$ cat config.mk
export PLATFORM = sky130hd
export DESIGN_NAME = branch_predictor_bht
export DESIGN_NICKNAME = d
export VERILOG_FILES = /design/src/rtl/branch_predictor_bht.sv
export SDC_FILE = /design/constraint.sdc
export NUM_CORES = 1
export LEC_CHECK = 0
export CAP_MARGIN = 20
export CELL_PAD_IN_SITES_DETAIL_PLACEMENT = 0
export CELL_PAD_IN_SITES_GLOBAL_PLACEMENT = 2
export CORE_ASPECT_RATIO = 0.8
export CORE_UTILIZATION = 30
export CTS_BUF_LIST = sky130_fd_sc_hd__clkbuf_16
export DETAILED_ROUTE_END_ITERATION = 10
export PLACE_DENSITY_LB_ADDON = 0.1
export SLEW_MARGIN = 20
export SYNTH_ARGS = -nofsm -noshare
export SYNTH_HDL_FRONTEND = slang
export SYNTH_SLANG_ARGS = --single-unit
$ cat constraint.sdc
create_clock -name clk -period 5 [get_ports clk]
set_input_delay 0.75 -clock clk [delete_from_list [all_inputs] [get_ports clk]]
set_output_delay 0.75 -clock clk [all_outputs]
set_load 0.02 [all_outputs]
$ cat src/rtl/branch_predictor_bht.sv
// Branch history table of 2-bit saturating counters: predict at fetch, train at EX.
// Prediction and mispredict flag are registered (1 cycle); no backpressure, every cycle accepted.
module branch_predictor_bht #(
  parameter int INDEX_BITS = 6,
  parameter int XLEN       = 32
) (
  input  logic            clk,
  input  logic            rst,
  input  logic            fetch_valid,
  input  logic [XLEN-1:0] fetch_pc,
  output logic            pred_valid,
  output logic            pred_taken,
  input  logic            ex_valid,
  input  logic            ex_is_branch,
  input  logic [XLEN-1:0] ex_pc,
  input  logic            ex_pred_taken,
  input  logic            branch_out,
  output logic            mispredict,
  output logic            init_busy,
  output logic [31:0]     stat_branches,
  output logic [31:0]     stat_mispredicts
);

  localparam int N = 2 ** INDEX_BITS;
  localparam logic [INDEX_BITS-1:0] LAST_IDX = '1;
  localparam logic [INDEX_BITS-1:0] IDX_ONE  = {{(INDEX_BITS-1){1'b0}}, 1'b1};

  typedef enum logic {S_INIT, S_READY} state_t;

  state_t                 state_q, state_d;
  logic [INDEX_BITS-1:0]  init_idx_q, init_idx_d;
  logic                   pred_valid_q, pred_valid_d;
  logic                   pred_taken_q, pred_taken_d;
  logic                   mispredict_q, mispredict_d;
  logic [31:0]            stat_branches_q, stat_branches_d;
  logic [31:0]            stat_mispredicts_q, stat_mispredicts_d;

  logic [1:0]             table_q [N];
  logic                   wr_en;
  logic [INDEX_BITS-1:0]  wr_idx;
  logic [1:0]             wr_dat;
  logic [INDEX_BITS-1:0]  fetch_idx, ex_idx;
  logic [1:0]             ex_cnt;
  logic                   resolved;
  logic                   unused_pc_bits;

  assign fetch_idx = fetch_pc[INDEX_BITS+1:2];
  assign ex_idx    = ex_pc[INDEX_BITS+1:2];
  assign ex_cnt    = table_q[ex_idx];
  assign resolved  = ex_valid & ex_is_branch;
  assign unused_pc_bits = ^{fetch_pc[XLEN-1:INDEX_BITS+2], fetch_pc[1:0],
                            ex_pc[XLEN-1:INDEX_BITS+2], ex_pc[1:0]};

  always_comb begin
    state_d            = state_q;
    init_idx_d         = init_idx_q;
    wr_en              = 1'b0;
    wr_idx             = ex_idx;
    wr_dat             = ex_cnt;
    pred_valid_d       = fetch_valid;
    pred_taken_d       = 1'b0;
    mispredict_d       = resolved & (ex_pred_taken != branch_out);
    stat_branches_d    = stat_branches_q;
    stat_mispredicts_d = stat_mispredicts_q;

    case (state_q)
      S_INIT: begin
        wr_en      = 1'b1;
        wr_idx     = init_idx_q;
        wr_dat     = 2'b01;
        init_idx_d = init_idx_q + IDX_ONE;
        if (init_idx_q == LAST_IDX) state_d = S_READY;
      end
      default: begin
        pred_taken_d = fetch_valid & table_q[fetch_idx][1];
        if (resolved) begin
          wr_en = 1'b1;
          if (branch_out) wr_dat = (ex_cnt == 2'b11) ? 2'b11 : ex_cnt + 2'b01;
          else            wr_dat = (ex_cnt == 2'b00) ? 2'b00 : ex_cnt - 2'b01;
        end
      end
    endcase

    if (resolved && stat_branches_q != 32'hFFFF_FFFF)
      stat_branches_d = stat_branches_q + 32'd1;
    if (mispredict_d && stat_mispredicts_q != 32'hFFFF_FFFF)
      stat_mispredicts_d = stat_mispredicts_q + 32'd1;
  end

  always_ff @(posedge clk) begin
    if (rst) begin
      state_q            <= S_INIT;
      init_idx_q         <= '0;
      pred_valid_q       <= 1'b0;
      pred_taken_q       <= 1'b0;
      mispredict_q       <= 1'b0;
      stat_branches_q    <= '0;
      stat_mispredicts_q <= '0;
    end else begin
      state_q            <= state_d;
      init_idx_q         <= init_idx_d;
      pred_valid_q       <= pred_valid_d;
      pred_taken_q       <= pred_taken_d;
      mispredict_q       <= mispredict_d;
      stat_branches_q    <= stat_branches_d;
      stat_mispredicts_q <= stat_mispredicts_d;
    end
  end

  // Counter array has no reset; INIT walks every entry to weakly-not-taken.
  always_ff @(posedge clk) begin
    if (wr_en && !rst) table_q[wr_idx] <= wr_dat;
  end

  assign pred_valid       = pred_valid_q;
  assign pred_taken       = pred_taken_q;
  assign mispredict       = mispredict_q;
  assign init_busy        = (state_q == S_INIT);
  assign stat_branches    = stat_branches_q;
  assign stat_mispredicts = stat_mispredicts_q;

endmodule

==> run_results.csv, run 1 <==
group,metric,value,unit
detailed_routing,wl_per_cell,20.0,um
detailed_routing,viasPerCell,5.17,
grt,first_global_vias,6904,
floorplan,die_h,162,um
timing,min_period,3.63,ns
logic_synthesis,syn_inst,799,
clock_network,cts_max_path_buffers,3,
pwr,internal_power,2.83,mW
floorplan,io_pins,139,
finish,final_common_cell,"nor2_1",
detailed_routing,drt_drc_violations_left,0,
grt,grt_util_all_layers,16.3,%
floorplan,die-area,32700,sq um
logic_synthesis,async_flop_share,0,%
floorplan,die_x,202,um
pwr,p_per_area,311,nW/um^2
logic_synthesis,syn_avg_cell_area,12.0,sq um
clock_network,h-tree-depth,1,
pwr,ir_drop,0.186,mV
logic_synthesis,synth-edff-count,128,
pwr,seq_power_share,48.7,%
place,gp_congestion,0.779,
finish,nets,957,
clock_network,root_buffer,"clkbuf_16",
floorplan,core-area,31400,sq um
timing,period_share,72.5,%
timing,finalClockSkew,0.0165,ns
detailed_routing,vias,6834,
logic_synthesis,ys_seq_area_share,55.5,%
clock_network,cts.clk_slew.worst_paths,0.06,ns
timing,setup-tns-final,0,ns
logic_synthesis,ys_ff_latch,202,
timing,setup_violations,0,
pwr,p_sw,0.804,mW
floorplan,start_util,30.6,%
detailed_routing,antenna_left,0,
logic_synthesis,syn_area,9600,sq um
worst_setup_path,end_kind,"register",
pwr,power_frac_comb,5.4,%
job,max_cap_violations,0,
finish,antenna_cells,0,
place,hpwl,17500,um
pwr,leakagePower,3.62,nW
place,place_inst,1277,
grt,gr-total-overflow,0,
finish,layout.cells.most_common_list,"129 x nor2_1, 128 x edfxtp_1, 83 x clkdlybuf4s50_1",
clock_network,cts_resized,0,
run_status,status,"finished clean",
worst_hold_path,hp-class,"register to register",
timing,relSlewSlack,31.5,%
worst_setup_path,start_kind,"input port",
place,io_buffers,86,
timing,slew_violations,0,
finish,layout-drive-gt1-share,13.8,%
timing,fmax,0.276,GHz
timing,tightest_slew,1.03,ns
grt,grt_pass1_wl,41200,um
grt,grt_max_degree,82,
timing,hold_viol,0,
worst_setup_path,arrival,3.79,ns
logic_synthesis,synth.distinct_cells,62,
worst_setup_path,required,5.16,ns
clock_network,cts_hold_buf,0,
clock_network,cts_setup_buffers,0,
pwr,netSwitchingFraction,22.1,%
detailed_routing,routed_wl,26400,um
finish,instances_no_fill,1321,
worst_setup_path,path_class,"input port to register",
clock_network,clock-sinks,202,
worst_setup_path,regToRegSetupSlack,1.99,ns
clock_network,cts_made_buffers,24,
worst_setup_path,critPathMaxFanout,64,
detailed_routing,drtIter0Drc,445,
detailed_routing,drt_first_pass_iters,5,
clock_network,tritoncts,"yes",
finish,syn_to_final_growth,21.5,%
logic_synthesis,synthFlopType,"edfxtp_1",
clock_network,clkLatencyLatePin,0.53,ns
grt,antenna_found_initial,0,
logic_synthesis,synth_nets,873,
logic_synthesis,ys_warn_count,0,
floorplan,placementRows,58,
timing,rsz0062_at_grt,"no",
pwr,clkPwrFrac,45.9,%
sequential cells by signal (all words and copies together), names as in the netlist:
name and count:
state_q 1, pred_taken 1, pred_valid 1, stat_branches 32, stat_mispredicts 32, table_q 128, init_idx_q 6, mispredict 1
synth_stat cells, types with 2 or more instances:
cell | count | area share [%]
a2111oi_0 | 4 | 0.36
a211oi_1 | 10 | 0.78
a21o_1 | 4 | 0.31
a21oi_1 | 27 | 1.4
a22o_1 | 2 | 0.18
a22oi_1 | 3 | 0.23
a31oi_1 | 4 | 0.26
and2_1 | 5 | 0.33
and3_1 | 16 | 1.0
and4_1 | 8 | 0.73
buf_1 | 5 | 0.20
buf_2 | 5 | 0.26
buf_4 | 3 | 0.23
clkbuf_1 | 26 | 1.0
dfxtp_1 | 74 | 15
edfxtp_1 | 128 | 40
ha_1 | 3 | 0.39
inv_1 | 18 | 0.70
mux2_2 | 9 | 1.1
mux2i_1 | 16 | 1.7
mux4_2 | 52 | 12
nand2_1 | 49 | 1.9
nand2b_1 | 6 | 0.39
nand3_1 | 29 | 1.5
nand4_1 | 14 | 0.91
nor2_1 | 129 | 5.0
nor2b_1 | 13 | 0.85
nor3_1 | 12 | 0.63
nor4_1 | 6 | 0.39
o21ai_0 | 18 | 0.94
o22ai_1 | 3 | 0.20
o311ai_0 | 3 | 0.27
o31ai_1 | 10 | 0.78
o32ai_1 | 2 | 0.18
or2_2 | 2 | 0.13
or3_1 | 13 | 0.85
or3_2 | 3 | 0.23
or4_1 | 10 | 0.78
xnor2_1 | 23 | 2.1
xor2_1 | 10 | 0.91
layout make-up:
type                       count  area (sq um)
sequential                   202          5330
clock buffer                  26           651
multi-input combinational    539          4040
timing repair buffer          98           961
inverter                      18          67.6
fill                        3040         19800
tap                          420           526
clock inverter                18           103
metal layers:
| metal | global-route usage [%] | part of all wire [%] | wire length (um) | up-vias |
|---|---|---|---|---|
| li1 | - | - | - | 3206 |
| met1 | 23.2 | 48 | 12600 | 3439 |
| met2 | 26.0 | 46 | 12100 | 151 |
| met3 | 2.43 | 4.4 | 1160 | 38 |
| met4 | 4.27 | 2.0 | 531 | 0 |
| met5 | 0 | 0 | 0 | - |
cells by family after synthesis:
kind of cell               Yosys count  share of synthesized area, %
adders and majority gates            3                         0.391
AOI/OAI and AO/OA                  100                          6.85
muxes                               77                          14.9
buffers and inverters               58                          2.53
DFF                                202                          55.5
and+or+nand+nor                    326                          16.8
xor gates and xnor gates            33                          3.01
final timing paths:
kind | startpoint | end | cells past startpoint
setup / recovery | ex_pc[3] | table_q[19][1] | 8
hold / removal | stat_branches[22] | stat_branches[22] | 2
hold reg to reg | stat_branches[22] | stat_branches[22] | 2
setup reg to reg | table_q[59][1] | table_q[19][1] | 7
per-stage QoR:
stage / util [%] / hold WS [ns] / setup slack [ns] / area (sq um) / power [mW]
2_1_floorplan: - / 0.482 / 1.17 / 9600 / 1.93
3_3_place_gp: 34.7 / 0.501 / 0.886 / 10900 / 2.00
3_5_place_dp: 34.7 / 0.501 / 0.881 / 10900 / 2.00
4_1_cts: 37.1 / 0.516 / 1.41 / 11700 / 3.69
5_1_grt: 37.1 / 0.531 / 1.17 / 11700 / 3.75
6_report: 37.1 / 0.513 / 1.37 / 11700 / 3.63
critical path, stage by stage:
cell and delay (ns):
buf_2 0.76, mux4_2 0.61, nor2_1 0.10, a311oi_1 0.06, o32ai_1 0.65, o22ai_1 0.19
a32o_2 0.29, buf_4 0.29
power groups by stage:
stage | registers, mW | logic [mW] | clock network (mW)
2_1_floorplan | 1.80 | 0.126 | 0
3_3_place_gp | 1.80 | 0.200 | 0
3_5_place_dp | 1.80 | 0.200 | 0
4_1_cts | 1.77 | 0.201 | 1.72
5_1_grt | 1.77 | 0.214 | 1.77
6_report | 1.77 | 0.197 | 1.67
Note: power is estimated with default switching activity, not from simulation.
==> run 2, diff against run 1 <==
clock period = 3.2 ns   (was 5 ns; I/O delays follow)
==> run 2 against run 1 <==
Compared with the run above:
- combinational power is 68% higher
- clock-buffer cell count is 3 lower
- total power is 52% higher
- sequential cell count unchanged
- critical path depth fell by 6
- sequential power rose by 56%
- wire length is 0.98% lower
- via count shrank 0.53%
- largest cell class unchanged
- highest routed layer unchanged
==> run_results.csv, run 2 (same netlist as run 1, synthesis figures left out) <==
group,metric,value,unit
worst_setup_path,path_buf_inv,2,
clock_network,root_buffer,"clkbuf_16",
worst_hold_path,hp-class,"register to register",
pwr,ir_drop,0.336,mV
grt,grt_pass1_wl,40800,um
finish,regMostFlops,"table_q",
floorplan,core-area,31400,sq um
detailed_routing,routed_wl,26200,um
timing,relSlewSlack,36.9,%
worst_setup_path,start_kind,"register",
finish,nets,979,
worst_setup_path,required,2.72,ns
floorplan,placementRows,58,
timing,fmax,0.351,GHz
clock_network,cts_hold_buf,0,
clock_network,cts.clk_slew.worst_paths,0.06,ns
grt,first_global_vias,6917,
worst_setup_path,critPathMaxFanout,23,
timing,setup_violations,0,
place,hpwl,18200,um
grt,grt_util_all_layers,16.1,%
clock_network,cts_max_path_buffers,3,
place,io_buffers,86,
detailed_routing,drt_drc_violations_left,0,
job,max_cap_violations,0,
clock_network,clkLatencyLatePin,0.51,ns
finish,layout.cells.most_common_list,"129 x nor2_1, 128 x edfxtp_1, 83 x clkdlybuf4s50_1",
detailed_routing,wl_per_cell,19.5,um
worst_setup_path,arrival,2.37,ns
clock_network,cts_setup_buffers,0,
worst_setup_path,max_stage_delay,0.94,ns
detailed_routing,vias,6798,
timing,fin_worst_hold_slack,0.508,ns
grt,antenna_found_initial,0,
timing,rsz0062_at_grt,"no",
floorplan,start_util,30.6,%
worst_setup_path,path_class,"register to output port",
timing,finalClockSkew,0.0130,ns
timing,period_share,89.1,%
finish,n_fill_cell,3016,
finish,syn_to_final_growth,23.7,%
detailed_routing,drtIter0Drc,426,
worst_setup_path,cp_slowest_cell,"dfxtp_1",
floorplan,die_x,202,um
grt,gr-total-overflow,0,
timing,hold_viol,0,
worst_setup_path,path_cells,"inv_1, clkdlybuf4s50_1",
detailed_routing,viasPerCell,5.07,
pwr,leakagePower,3.73,nW
place,postPlaceCellArea,11200,sq um
finish,antenna_cells,0,
pwr,p_per_area,466,nW/um^2
finish,final_util,37.8,%
detailed_routing,drt_first_pass_iters,4,
timing,slew_violations,0,
floorplan,io_pins,139,
timing,tightest_slew,0.946,ns
finish,layout-drive-gt1-share,15.9,%
detailed_routing,antenna_left,0,
clock_network,h-tree-depth,1,
clock_network,cts_made_buffers,23,
run_status,status,"finished clean",
floorplan,die_h,162,um
finish,stdcell_area,11900,sq um
clock_network,tritoncts,"yes",
finish,largest_reg_flops,128,
worst_setup_path,crit_family,"flip-flops",
grt,grt_max_degree,82,
clock_network,clock-sinks,202,
floorplan,die-area,32700,sq um
finish,final_common_cell,"nor2_1",
timing,min_period,2.85,ns
place,gp_congestion,0.794,
worst_setup_path,end_kind,"output port",
clock_network,cts_resized,0,
run 2: layer usage:
layer | up-vias | track usage, % | share of wire (%)
met4 | 0 | 3.24 | 1.6
li1 | 3237 | - | -
met5 | - | 0 | 0
met3 | 29 | 2.63 | 4.1
met2 | 132 | 25.6 | 46
met1 | 3400 | 23.3 | 48
run 2: layout make-up:
type | count | area [sq um] | share of cell area, %
Sequential cell | 202 | 5330 | 44.8
Multi-Input combinational cell | 539 | 4040 | 34.0
Timing Repair Buffer | 121 | 1220 | 10.3
Clock buffer | 23 | 576 | 4.85
Tap cell | 420 | 526 | 4.42
Clock inverter | 19 | 120 | 1.01
Inverter | 18 | 67.6 | 0.569
run 2: worst reg2reg max path, cell delays in order, from the launching register on:
cell and delay, ns:
edfxtp_1 0.37, mux4_2 0.53, mux4_2 0.50, a22oi_1 0.23, nand3_1 0.23, mux2i_1 0.19
a21o_4 0.27, buf_12 0.16
run 2: report_power, final:
part	total (mW)	internal, mW	switching, mW
sequential	2.76	2.75	0.0117
clock	2.44	1.39	1.05
combinational	0.331	0.152	0.179
total	5.53	4.29	1.24
run 2: metrics by stage:
stage / TNS, ns / total power, mW / setup slack (ns) / cells
2_1_floorplan: 0 / 3.01 / 0.134 / 799
3_3_place_gp: -10.27 / 3.15 / -0.100 / 1300
3_5_place_dp: -8.04 / 3.15 / -0.0833 / 1300
4_1_cts: 0 / 5.62 / 0.295 / 1342
5_1_grt: 0 / 5.74 / 0.228 / 1342
6_report: 0 / 5.53 / 0.349 / 1342
run 2: final timing paths:
check | slack (ns) | endpoint | depth (start not counted) | from
max | 0.35 | init_busy | 2 | state_q
min | 0.51 | stat_branches[10] | 2 | stat_branches[10]
max reg2reg | 0.44 | table_q[46][0] | 7 | table_q[63][0]
min reg2reg | 0.51 | stat_branches[10] | 2 | stat_branches[10]
==> run 3, diff against run 2 <==
CORE_MARGIN = 3   (was default)
REMOVE_ABC_BUFFERS = 1   (was default)
==> run 3 against run 2 <==
Compared with the run above:
- combinational power rose by 5%
- wire length rose by 4.3%
- clock-buffer cell count rose by 2
- global-route usage fell by 0.31 points
- total power rose by 3.8%
- clock power rose by 8%
- utilization rose by 0.97 points
==> run_results.csv, run 3 (same netlist as run 1, synthesis figures left out) <==
group,metric,value,unit
worst_setup_path,regToRegSetupSlack,0.47,ns
finish,layout.cells.most_common_list,"129 x nor2_1, 128 x edfxtp_1, 84 x clkdlybuf4s50_1",
pwr,ir_drop,0.348,mV
pwr,finalPower,5.74,mW
detailed_routing,drt_drc_violations_left,0,
worst_hold_path,hp-class,"register to register",
place,hpwl,18900,um
pwr,leakagePower,3.79,nW
pwr,internal_power,4.48,mW
clock_network,cts_made_buffers,24,
clock_network,clock-sinks,202,
grt,grt_busiest_layer,"met2",
floorplan,die-area,34200,sq um
finish,stdcell_area,12000,sq um
pwr,clkPwrFrac,45.9,%
clock_network,clkLatencyLatePin,0.51,ns
worst_setup_path,start_kind,"input port",
timing,finalClockSkew,0.0132,ns
job,max_cap_violations,0,
floorplan,start_util,31.0,%
grt,antenna_found_initial,0,
place,io_buffers,86,
worst_setup_path,required,3.43,ns
worst_setup_path,worstReg2RegEnd,"stat_mispredicts[25]",
grt,first_global_vias,7104,
clock_network,cts.clk_slew.worst_paths,0.06,ns
grt,gr-usage-met1,22.8,%
floorplan,core-area,31000,sq um
timing,setup-tns-final,0,ns
finish,antenna_cells,0,
worst_setup_path,critPathMaxFanout,40,
pwr,p_per_area,478,nW/um^2
finish,final_common_cell,"nor2_1",
pwr,seq_power_share,48.1,%
grt,grt_max_degree,65,
timing,setup_ws,0.143,ns
clock_network,cts_setup_buffers,0,
finish,largest_reg_flops,128,
finish,syn_to_final_growth,25.0,%
grt,grt_use_met3,2.78,%
worst_setup_path,end_kind,"register",
pwr,p_sw,1.26,mW
floorplan,die_h,166,um
timing,rsz0062_at_grt,"no",
detailed_routing,drt_first_pass_iters,4,
grt,grt_pass1_wl,42200,um
detailed_routing,vias,7000,
clock_network,cts_max_path_buffers,3,
detailed_routing,routed_wl,27300,um
worst_setup_path,worstRegToRegCells,6,
worst_setup_path,arrival,3.29,ns
timing,relSlewSlack,36.8,%
floorplan,die_x,206,um
place,dp_worst_setup_slack,-0.341,ns
finish,n_fill_cell,2987,
run_status,status,"finished clean",
finish,layout-drive-gt1-share,16.7,%
clock_network,root_buffer,"clkbuf_16",
timing,hold_viol,0,
grt,gr-total-overflow,0,
grt,use_met2,25.2,%
detailed_routing,wl_per_cell,20.3,um
place,gp_congestion,0.792,
finish,final_util,38.8,%
pwr,power_frac_comb,6.0,%
detailed_routing,drtIter0Drc,537,
finish,instances_no_fill,1347,
clock_network,cts_resized,0,
timing,fmax,0.327,GHz
timing,setup_violations,0,
worst_setup_path,r2r-start,"stat_mispredicts[3]",
timing,period_share,95.5,%
pwr,netSwitchingFraction,22.0,%
grt,grt_util_all_layers,15.8,%
finish,regMostFlops,"table_q",
clock_network,h-tree-depth,1,
detailed_routing,antenna_left,0,
finish,nets,990,
detailed_routing,viasPerCell,5.20,
timing,min_period,3.06,ns
worst_setup_path,cp-startpoint,"ex_pc[3]",
floorplan,io_pins,139,
timing,tightest_slew,0.946,ns
worst_setup_path,setup.worst_path.end,"table_q[33][1]",
clock_network,tritoncts,"yes",
timing,fin_worst_hold_slack,0.520,ns
floorplan,placementRows,57,
worst_setup_path,path_class,"input port to register",
place,postPlaceCellArea,11200,sq um
place,place_inst,1303,
timing,slew_violations,0,
clock_network,cts_hold_buf,0,
run 3: cell count changes in the layout (fill, tap and decap cells not counted), moves of 2 or more:
| cell | before | now |
|---|---|---|
| buf_4 | 26 | 37 |
| clkinv_2 | 4 | 1 |
| clkbuf_16 | 23 | 25 |
| inv_6 | 2 | 0 |
run 3: worst min path at each step:
| stage | cells past startpoint | from | to | slack [ns] |
|---|---|---|---|---|
| 3_3_place_gp | 2 | stat_branches[25] | stat_branches[25] | 0.49 |
| 3_5_place_dp | 2 | stat_branches[22] | stat_branches[22] | 0.52 |
| 4_1_cts | 2 | stat_branches[22] | stat_branches[22] | 0.53 |
| 5_1_grt | 2 | stat_branches[22] | stat_branches[22] | 0.54 |
| 6_report | 2 | stat_branches[22] | stat_branches[22] | 0.52 |
| 2_1_floorplan | 2 | init_idx_q[5] | state_q | 0.48 |
run 3: critical path, stage by stage:
cell	delay [ns]
clkdlybuf4s50_1	0.51
buf_12	0.16
buf_4	0.24
mux4_2	0.34
a22oi_1	0.27
a31oi_1	0.13
nor3_1	0.34
buf_4	0.19
o22ai_1	0.08
a32o_2	0.32
buf_12	0.17
run 3: area by class of cell:
class	count	area, sq um	area share (%)
clock inverters	19	141	1.18
clock buffers	25	626	5.21
multi-input cells	539	4040	33.6
inverters	18	67.6	0.563
flip-flops and latches	202	5330	44.4
repair buffers	131	1290	10.7
well taps	413	517	4.31
run 3: power groups by stage:
stage                     logic [mW]  registers (mW)  clock network (mW)
final                          0.346            2.76                2.63
after global routing           0.373            2.76                2.83
after CTS                      0.352            2.76                2.72
after detailed placement       0.350            2.82                   0
after global placement         0.348            2.82                   0
after floorplan                0.146            2.82                   0
run 3: per-layer routing:
metal	wire length, um	vias up
met4	519	0
met3	1440	36
met1	12800	3533
li1	-	3275
met2	12600	156
met5	0	-
